--- src/rtl/sprite_blitter.sv ---
// sprite_blitter: copies a scaled sprite from ROM into a framebuffer, skipping transparent and off-screen pixels.
module sprite_blitter #(
    parameter int HWIDTH = 10,
    parameter int VWIDTH = 10,
    parameter int AWIDTH = 12,
    parameter int IWIDTH = 1,
    parameter int HSIZE = 64,
    parameter int VSIZE = 64,
    parameter int SCREEN_H = 640,
    parameter int SCREEN_V = 480,
    parameter int FWIDTH = 19,
    parameter int DWIDTH = 12,
    parameter logic [DWIDTH-1:0] TRANSPARENT = '0
) (
    input  logic              clk,
    input  logic              rst,
    input  logic              start,
    input  logic [HWIDTH-1:0] hoffset,
    input  logic [VWIDTH-1:0] voffset,
    output logic              busy,
    output logic              done,
    output logic [AWIDTH-1:0] rom_addr,
    input  logic [DWIDTH-1:0] rom_data,
    output logic [FWIDTH-1:0] fb_addr,
    output logic [DWIDTH-1:0] fb_data,
    output logic              fb_we,
    input  logic              fb_ready
);
    localparam int HB = $clog2(HSIZE);
    localparam int VB = $clog2(VSIZE);
    typedef enum logic [2:0] {IDLE, FETCH, WAIT, WRITE, DONE} state_t;
    state_t state, next;
    logic [HB-1:0] h;
    logic [VB-1:0] v;
    logic [HWIDTH-1:0] hoff;
    logic [VWIDTH-1:0] voff;
    logic [HWIDTH:0] x;
    logic [VWIDTH:0] y;
    logic skip, adv, last_h, last;
    // one extra bit so destinations past the right/bottom edge clip instead of wrapping
    assign x = (HWIDTH+1)'(hoff) + (HWIDTH+1)'(h);
    assign y = (VWIDTH+1)'(voff) + (VWIDTH+1)'(v);
    assign skip = rom_data == TRANSPARENT || 32'(x) >= SCREEN_H || 32'(y) >= SCREEN_V;
    assign adv = (state == WAIT && skip) || (state == WRITE && fb_ready);
    assign last_h = 32'(h) == HSIZE - 1;
    assign last = last_h && 32'(v) == VSIZE - 1;
    assign rom_addr = AWIDTH'(32'(v >> IWIDTH) * (HSIZE >> IWIDTH) + 32'(h >> IWIDTH));
    assign busy = state == FETCH || state == WAIT || state == WRITE;
    assign done = state == DONE;
    assign fb_we = state == WRITE;
    always_comb begin
        next = state;
        unique case (state)
            IDLE:    next = start ? FETCH : IDLE;
            FETCH:   next = WAIT;
            WAIT:    next = skip ? (last ? DONE : FETCH) : WRITE;
            WRITE:   next = fb_ready ? (last ? DONE : FETCH) : WRITE;
            default: next = IDLE;
        endcase
    end
    always_ff @(posedge clk) begin
        if (rst) begin
            state <= IDLE;
            h <= '0;
            v <= '0;
            hoff <= '0;
            voff <= '0;
            fb_addr <= '0;
            fb_data <= '0;
        end else begin
            state <= next;
            if (state == IDLE && start) begin
                hoff <= hoffset;
                voff <= voffset;
                h <= '0;
                v <= '0;
            end
            if (adv) begin
                h <= last_h ? '0 : h + 1'b1;
                if (last_h) v <= v + 1'b1;
            end
            if (state == WAIT && !skip) begin
                fb_data <= rom_data;
                fb_addr <= FWIDTH'(32'(y) * SCREEN_H + 32'(x));
            end
        end
    end
endmodule

--- config.mk ---
export PLATFORM = sky130hd
export DESIGN_NAME = sprite_blitter
export DESIGN_NICKNAME = d
export VERILOG_FILES = /design/src/rtl/sprite_blitter.sv
export SDC_FILE = /design/constraint.sdc
export NUM_CORES = 1
export LEC_CHECK = 0
export CAP_MARGIN = 20
export CELL_PAD_IN_SITES_DETAIL_PLACEMENT = 0
export CELL_PAD_IN_SITES_GLOBAL_PLACEMENT = 2
export CORE_MARGIN = 3
export CORE_UTILIZATION = 31
export DETAILED_ROUTE_END_ITERATION = 10
export GPL_ROUTABILITY_DRIVEN = 0
export PLACE_DENSITY = 0.91
export SYNTH_ARGS = -nofsm -noshare
export SYNTH_HDL_FRONTEND = slang
export SYNTH_SLANG_ARGS = --single-unit
--- constraint.sdc ---
create_clock -name clk -period 5.6 [get_ports clk]
set_clock_uncertainty 0.15 [all_clocks]
set_input_delay 0.56 -clock clk [delete_from_list [all_inputs] [get_ports clk]]
set_output_delay 0.56 -clock clk [all_outputs]
set_load 0.005 [all_outputs]
==> results.cfg <==
[clock_network]
cts_setup_buffers = 0
htree_levels = 3
clockBufferDepth = 2
tritoncts = built
cts-root-buf = clkbuf_16
cts_hold_buf = 0
post_cts_resized = 0
clock_insertion_delay_worst_skew_ps = 330
cts-buffers-inserted = 9
path_clk_slew_ps = 60
cts_sinks = 66

[global_route]
track_usage_pct = 13.8
grt-ovfl-total = 0
grt_pass1_wl_um = 16400
grt_antenna_before_repair = 0
grt_pass1_vias = 3480
grt_max_degree = 64

[worst_setup_path]
worstSetupPathType = reg2reg
reg2reg_depth = 16
cp_num_buf_inv = 1
crit_path_frequent_cell = ha_1
worst_ep_arrival_time_ps = 4370
startpoint_type = register
timing.rr.start = v[0]$_SDFF_PP0_
end_kind = register
crit_family = adder cells
r2r-end = fb_addr[18]$_SDFFE_PP0P_
path_max_fanout = 4
r2r_setup_slack_ps = 1260
cp_cell_sequence = ha_1 > inv_1 > fa_1 > nor2b_1 > o2111ai_1 > and3_1 > xnor2_1 > ha_1 > ha_1 > o21a_1 > a21oi_1 > o2111ai_1 > nor3b_1 > nor3b_1 > xnor2_1 > a211oi_2
critPathMaxStageDelay_ps = 400
cp_slowest_cell = fa_1
cp_data_required_time_ps = 5630

[yosys]
yosysMostFrequentCell = dfxtp_1
synth_top_area_share_pct = 32.3
synth_area_um2 = 4090
synth_area_per_cell_um2 = 8.86
synth_top_cells_by_area = dfxtp_1 32%, ha_1 11%, mux2i_1 6.1%, xnor2_1 5.4%, nand2_1 4.7%
ys.flop_type = dfxtp_1
synth.ff_latch_count = 66
synth_edf_count = 0
synth_top_area_cell = dfxtp_1
synth.distinct_cells = 52
synth-seq-area-share_pct = 32.3
syn_inst = 461
async_reset_ff_share_pct = 0
synth_warnings = 0
netlist_top_cells_count = 66 x dfxtp_1, 51 x nand2_1, 50 x nor2_1, 38 x a21oi_1, 35 x ha_1

[hold_path]
holdPathEnd = hoff[9]$_SDFFE_PP0P_
hp-class = reg2reg
hp-start = hoff[9]$_SDFFE_PP0P_
hold_depth = 2

[power_and_ir_drop]
max-vdd-ir-drop_mv = 0.157
power_mw = 1.41
powerDensity_nw_per_um2 = 267
p_leak_nw = 2.17

[timing]
worst_pin_slew_ps = 927
setup_violations = 0
fin_hold_ws_ps = 307
tns_ps = 0
rsz0062_at_grt = false
worst_slack_ps = 1260
fmax_ghz = 0.230
fin_crit_ps = 4340
layout_worst_path_cycle_share_pct = 77.6
relSlewSlack_pct = 38.0
report.final.slew_viol_count = 0
hold_viol = 0

[route]
routed_wirelength_um = 9440
drtPass1Iterations = 4
ant_nets = 0
wl_per_cell_um = 13.5
vias_per_cell = 4.82
vias = 3376
first_iter_violations = 69
drc = 0

[placed_design]
place_area_um2 = 4940
hpwl_um = 7100
dpl.cell_count = 686
portBuffers = 79
pre_cts_slack_ps = 1310

[die]
num_rows = 41
core_um2 = 12800
io_pins = 82
die-area_um2 = 14600
die_h_um = 121
die_width_um = 121
start_util_pct = 32.0

[final_layout]
final_area_um2 = 5270
syn_to_final_growth_pct = 28.9
diodes = 0
fill_cells = 1257
layoutNonFillerInstCount = 701
fin_nets = 600
drive_above_1_share_pct = 6.99
utilization_pct = 41.2

[outcome]
outcome = completed

[flow_run]
maxCapViolations = 0
[registers in the layout (all words and copies together) (netlist names)]
signal and flops:
fb_data 12, fb_addr 19, hoff 10, voff 10
h 6, state 3, v 6
[cell type report]
cell class	count	area [µm²]	area share [%]
multi-input cells	357	2550	48.5
flip-flops and latches	66	1320	25.1
inverters	9	33.8	0.641
well taps	172	215	4.08
clock inverters	1	30.0	0.570
repair buffers	82	821	15.6
clock buffers	14	294	5.58
[kinds of logic after synthesis]
| family | Yosys count | synth area share [%] |
|---|---|---|
| compound gates | 102 | 17.5 |
| xor+xnor | 35 | 7.50 |
| fa+ha+maj | 39 | 12.7 |
| buf+inv | 39 | 5.42 |
| flops | 66 | 32.3 |
| mux | 26 | 6.40 |
| other cells | 1 | 0.0918 |
| simple gates | 153 | 18.1 |
[worst max path at each step]
stage                    startpoint                       end  slack [ps]  cells after the start
floorplan           v[0]$_SDFF_PP0_  fb_addr[18]$_SDFFE_PP0P_        1680                     17
detailed placement  v[0]$_SDFF_PP0_  fb_addr[18]$_SDFFE_PP0P_        1310                     16
global route        v[0]$_SDFF_PP0_  fb_addr[18]$_SDFFE_PP0P_         870                     16
CTS                 v[0]$_SDFF_PP0_  fb_addr[18]$_SDFFE_PP0P_        1230                     16
global placement    v[0]$_SDFF_PP0_  fb_addr[18]$_SDFFE_PP0P_        1390                     16
finish              v[0]$_SDFF_PP0_  fb_addr[18]$_SDFFE_PP0P_        1260                     16
[placed cells by master, fill, tap and decap left out, drive strengths merged, types with 3 or more instances in the layout]
cell           instances
xnor2                 25
buf                    4
xor2                  10
dfxtp                 66
a211oi                12
nor2b                  3
a21oi                 38
fa                     4
nor3                   6
or3                    3
a211o                  3
o21bai                 4
inv                    9
nor4                   4
mux2i                 25
clkdlybuf4s50         78
o211ai                 4
o21a                   3
nand4                  5
ha                    35
a22o                   3
a21o                  15
nor2                  50
nand2b                 6
clkbuf                14
and3                   4
o21ai                 10
nand2                 51
nor3b                  5
nand3b                 3
nand3                  9
[where the power goes]
group | switching (mW) | internal (mW)
registers | 0.0241 | 0.501
clock network | 0.195 | 0.403
logic | 0.145 | 0.138
[routing by layer]
metal / wire length (µm) / GRT usage [%] / vias to the layer above
li1: - / - / 1741
met1: 4330 / 16.7 / 1551
met2: 4400 / 22.7 / 77
met3: 603 / 4.86 / 7
met4: 117 / 4.60 / 0
met5: 0 / 0 / -
[worst min-delay path, cell delays in order, from the launching register on]
cell and delay [ps]:
dfxtp_1 310, nand2_1 50, a21oi_1 50
Note: power is estimated with default switching activity, not from simulation.
